===== src/rtl/random_pulse_gen_multi_pkg.sv =====
// Shared constants and helpers for the multi-channel random pulse generator:
// maximal-length Galois tap masks and per-channel seed derivation.
package rpg_pkg;

    localparam logic [31:0] TAP_MASK_8  = 32'h0000_00B8;
    localparam logic [31:0] TAP_MASK_16 = 32'h0000_B400;
    localparam logic [31:0] TAP_MASK_32 = 32'h8020_0003;
    localparam logic [31:0] SEED_SALT   = 32'h9E37_79B9;

    function automatic logic [31:0] tap_mask(input int unsigned width);
        case (width)
            8:       return TAP_MASK_8;
            32:      return TAP_MASK_32;
            default: return TAP_MASK_16;
        endcase
    endfunction

    function automatic logic [31:0] width_mask(input int unsigned width);
        if (width >= 32)
            return 32'hFFFF_FFFF;
        return (32'h1 << width) - 32'h1;
    endfunction

    // Channel seeds are decorrelated by a golden-ratio salt; an all-zero
    // result would lock the LFSR, so it is forced to 1.
    function automatic logic [31:0] derive_seed(input logic [31:0] base,
                                                input int unsigned idx,
                                                input int unsigned width);
        logic [31:0] s;
        s = (base ^ (SEED_SALT * idx)) & width_mask(width);
        if (s == 32'h0)
            s = 32'h1;
        return s;
    endfunction

endpackage


===== src/rtl/random_pulse_gen_multi_lfsr_galois.sv =====
// Right-shifting Galois LFSR with clock enable and synchronous parallel load.
module lfsr_galois
    import rpg_pkg::*;
#(
    parameter int unsigned      WIDTH   = 16,
    parameter logic [WIDTH-1:0] TAPS    = WIDTH'(tap_mask(WIDTH)),
    parameter logic [WIDTH-1:0] RST_VAL = WIDTH'(1)
) (
    input  logic             clk,
    input  logic             rst,
    input  logic             ce,
    input  logic             load,
    input  logic [WIDTH-1:0] load_val,
    output logic [WIDTH-1:0] state
);

    logic [WIDTH-1:0] r_state;
    logic [WIDTH-1:0] w_next;

    assign w_next = r_state[0] ? ((r_state >> 1) ^ TAPS) : (r_state >> 1);

    always_ff @(posedge clk or posedge rst) begin
        if (rst)
            r_state <= RST_VAL;
        else if (load)
            r_state <= load_val;
        else if (ce)
            r_state <= w_next;
    end

    assign state = r_state;

endmodule


===== src/rtl/random_pulse_gen_multi.sv =====
// Multi-channel random pulse generator: one Galois LFSR per channel, pulse when
// the state is below a live threshold, with a per-channel minimum idle gap.
module random_pulse_gen_multi
    import rpg_pkg::*;
#(
    parameter int unsigned WIDTH        = 16,
    parameter int unsigned CHANNELS     = 4,
    parameter int unsigned GAP_W        = 8,
    parameter logic [31:0] DEFAULT_SEED = 32'h0000_ACE1
) (
    input  logic                clk,
    input  logic                rst,
    input  logic                ce,
    input  logic                seed_load,
    input  logic [WIDTH-1:0]    seed,
    input  logic [WIDTH-1:0]    threshold,
    input  logic [GAP_W-1:0]    min_gap,
    input  logic [CHANNELS-1:0] chan_en,
    output logic [CHANNELS-1:0] q
);

    localparam logic [WIDTH-1:0] TAPS = WIDTH'(tap_mask(WIDTH));

    // Saturating gap update: reload on a pulse, otherwise count down to zero.
    function automatic logic [GAP_W-1:0] gap_next(input logic             fire,
                                                  input logic [GAP_W-1:0] cur,
                                                  input logic [GAP_W-1:0] reload);
        if (fire)
            return reload;
        if (cur != '0)
            return cur - GAP_W'(1);
        return '0;
    endfunction

    logic [WIDTH-1:0] w_state [CHANNELS];

    for (genvar i = 0; i < CHANNELS; i++) begin : g_ch
        localparam logic [WIDTH-1:0] RST_SEED = WIDTH'(derive_seed(DEFAULT_SEED, i, WIDTH));

        logic [WIDTH-1:0] w_load_val;
        logic             w_fire;
        logic [GAP_W-1:0] r_gap;
        logic             r_q;

        assign w_load_val = WIDTH'(derive_seed(32'(seed), i, WIDTH));

        lfsr_galois #(
            .WIDTH  (WIDTH),
            .TAPS   (TAPS),
            .RST_VAL(RST_SEED)
        ) u_lfsr (
            .clk     (clk),
            .rst     (rst),
            .ce      (ce),
            .load    (seed_load),
            .load_val(w_load_val),
            .state   (w_state[i])
        );

        // Decision uses the pre-advance LFSR value; the register makes q lag by one edge.
        assign w_fire = chan_en[i] && (w_state[i] < threshold) && (r_gap == '0);

        always_ff @(posedge clk or posedge rst) begin
            if (rst) begin
                r_gap <= '0;
                r_q   <= 1'b0;
            end else if (seed_load) begin
                r_gap <= '0;
                r_q   <= 1'b0;
            end else if (ce) begin
                r_gap <= gap_next(w_fire, r_gap, min_gap);
                r_q   <= w_fire;
            end else begin
                r_q   <= 1'b0;
            end
        end

        assign q[i] = r_q;
    end

endmodule


===== config.mk =====
export PLATFORM = sky130hd
export DESIGN_NAME = random_pulse_gen_multi
export DESIGN_NICKNAME = d
export VERILOG_FILES = /design/src/rtl/random_pulse_gen_multi_pkg.sv /design/src/rtl/random_pulse_gen_multi_lfsr_galois.sv /design/src/rtl/random_pulse_gen_multi.sv
export SDC_FILE = /design/constraint.sdc
export NUM_CORES = 1
export LEC_CHECK = 0
export BUFFER_PORTS_ARGS = -buffer_cell sky130_fd_sc_hd__buf_2
export CAP_MARGIN = 0
export CORE_ASPECT_RATIO = 1.25
export CORE_MARGIN = 8
export CORE_UTILIZATION = 50
export DETAILED_ROUTE_END_ITERATION = 8
export PLACE_DENSITY = 0.74
export SLEW_MARGIN = 20
export SYNTH_ARGS = -nofsm -noshare
export SYNTH_HDL_FRONTEND = slang
export SYNTH_SLANG_ARGS = --single-unit

===== constraint.sdc =====
create_clock -name clk -period 3.6 [get_ports clk]
set_input_delay 0.36 -clock clk [delete_from_list [all_inputs] [get_ports clk]]
set_output_delay 0.36 -clock clk [all_outputs]
set_load 0.1 [all_outputs]

==> key figures <==
Run status
  • Status: complete, no violations

Timing
  • Maximum clock frequency: 0.358 GHz
  • Final setup fails: 0
  • Part of the cycle the worst path needs: 77.6%
  • Worst Skew: 0.00822 ns
  • Least-Margin Pin Slew: 0.784 ns
  • Setup TNS after final layout: 0 ns
  • Setup repair after global routing missed its margin: no
  • Hold Vio Cnt, Final: 0
  • Min Tclk post-route: 2.79 ns
  • Slew headroom: 46.4%
  • Max-slew violations: 0

Clock network
  • Number of buffers created by CTS: 9
  • H-Tree Depth: 3
  • Hold buffers post-CTS: 0
  • Clock tree root driver cell: clkbuf_16
  • Clk_lat worst skew: 0.35 ns
  • CTS resizes: 0
  • CTS tree: built
  • Post-CTS repair timing setup buffer count: 0
  • Clock sinks: 100
  • CTS Buffer Depth: 2
  • Clock-pin slew on the worst setup and hold paths: 0.08 ns

Placement
  • Cell area after placement: 0.00709 mm2
  • GP Congestion: 0.907
  • HPWL after detailed placement: 13800 um
  • Port Buf Inserts: 51

Drt
  • Drt via density: 6.20
  • Detailed-route DRC error count: 0
  • Post-Route WL: 18200 um
  • Drt pass-1 iters: 4
  • Initial DRC count: 591
  • Final ANT Viol Nets: 0
  • Vias: 5871
  • WL/cell: 19.2 um

Logic synthesis
  • Cell area after synthesis: 0.00671 mm2
  • Synth cell count leaders: ha_1, dfrtp_1, nor2_1
  • Yosys warns: 0
  • Synth Flop Type: dfrtp_1
  • Sequential area share after synthesis: 37.9%
  • EDFF count, synth: 0
  • Largest cells by area after synthesis: dfrtp_1, dfstp_2, ha_1
  • Async SR Flop Fraction: 100%
  • Avg Inst Size Synth: 9.09 um2
  • Top-count cell post-synth: ha_1
  • Synthesized Nets: 854
  • Number of synthesized register bits: 100
  • Mapped Cells: 738
  • Yosys top cell area share: 25.0%
  • Post-synthesis cell type count: 56
  • Area leader, netlist: dfrtp_1

GRT
  • Total GRT Usage: 20.9%
  • Pin count of the biggest net entering global routing: 59
  • Initial antenna violation count: 0
  • Grt total ovfl: 0
  • First-pass GRT wire length: 29900 um
  • Vias in the first global route: 5875

Floorplan
  • Chip height: 146 um
  • Die area: 0.0174 mm2
  • Die X: 120 um
  • Num rows: 47
  • Top Ports: 52
  • Starting density of the core: 50.9%
  • Core Area: 0.0132 mm2

Worst setup path
  • CP Class: register to register
  • Worst-path fanout max: 8
  • Crit end category: register
  • Reg2reg start: g_ch[2].u_lfsr.state[11]
  • WP data required: 3.87 ns
  • Crit start category: register
  • Setup crit start: g_ch[2].u_lfsr.state[11]
  • Worst Path Arrival: 3.06 ns

Finish
  • Finished Cell Area: 0.00742 mm2
  • Nets: 887
  • Layout area overhead: 10.6%
  • N_diodes: 0
  • Share of cells above drive strength 1: 16.9%

Power and ir drop
  • Leak: 3.23 nW
  • Cell area power density: 549 mW/mm2
  • Maximum VDD drop: 0.301 mV

Min path
  • Worst Hold Class: primary input to async pin

Flow run
  • # Max-Cap Violations: 0
## flip-flops by register name (all words and copies together), names as in the netlist
name / cells
g_ch.u_lfsr.state: 64
g_ch.r_q: 4
g_ch.r_gap: 32
## routing by layer
layer  wire length, um  up-vias  global-route usage, %
li1                  -     2756                      -
met1              7440     2844                   25.4
met2              9120      229                   35.5
met3              1080       42                   3.73
met4               532        0                   8.70
met5                 0        -                      0
## cell usage in the layout, fill, tap and decap left out, types with 8 or more instances in the layout
master,instances
a21oi_1,57
nor2_1,66
xnor2_1,12
mux2_2,13
buf_2,51
dfrtp_1,67
dfstp_2,33
nor3_1,15
nor2b_1,35
nand3_1,9
o21a_1,11
ha_1,68
nand2b_1,8
buf_4,10
inv_1,28
nand2_1,48
a21o_1,10
o21ai_0,55
and2_1,10
mux2i_1,11
clkbuf_16,9
a211oi_1,38
nand4_1,9
## through the flow
| step | setup slack [ns] | power [mW] | util (%) | hold WS (ns) | instances |
|---|---|---|---|---|---|
| final | 0.807 | 4.07 | 56.3 | 0.138 | 947 |
| after global routing | 0.686 | 4.34 | 56.3 | 0.208 | 947 |
| after CTS | 0.868 | 4.06 | 56.3 | 0.172 | 947 |
| after detailed placement | 0.819 | 2.97 | 53.8 | 0.517 | 931 |
| after global placement | 0.895 | 2.91 | 53.8 | 0.496 | 931 |
| after floorplan | 0.676 | 2.59 | - | 0.416 | 738 |
## critical path, cell delays in order (launching register included)
cell and delay [ns]:
dfstp_2 0.56, ha_1 0.26, a21oi_1 0.14, o21ai_0 0.14, a2111oi_0 0.74, a211oi_1 0.22
or2_2 0.44, o221ai_1 0.22
## area by class of cell
cell class	count	area (um2)
clock buffer	9	225
clock inverter	7	105
fill	1177	5750
inverter	29	111
multi-input combinational	570	3890
sequential	100	2540
tap	171	214
timing repair buffer	61	330
## where the power goes
part           total [mW]  internal (mW)  switching [mW]
clock network        1.09          0.622           0.471
registers            1.57           1.35           0.219
logic                1.41          0.582           0.826
## cell families after synthesis
group / synth area share, %
compound gates: 20.8
xor+xnor: 1.70
fa+ha+maj: 12.7
buf+inv: 4.12
flops: 37.9
mux: 3.82
simple gates: 18.9
## worst paths after layout
path                                       endpoint  slack (ns)  cells past startpoint
setup / recovery                   g_ch[2].r_gap[2]        0.81                      7
hold / removal             g_ch[3].u_lfsr.state[13]        0.14                      2
setup reg to reg                   g_ch[2].r_gap[2]        0.81                      7
hold reg to reg                    g_ch[2].r_gap[1]        0.53                      2
max in group asynchronous  g_ch[1].u_lfsr.state[15]        2.58                      3
min in group clk            g_ch[3].u_lfsr.state[3]        0.24                      2
(Power assumes the default switching activity.)
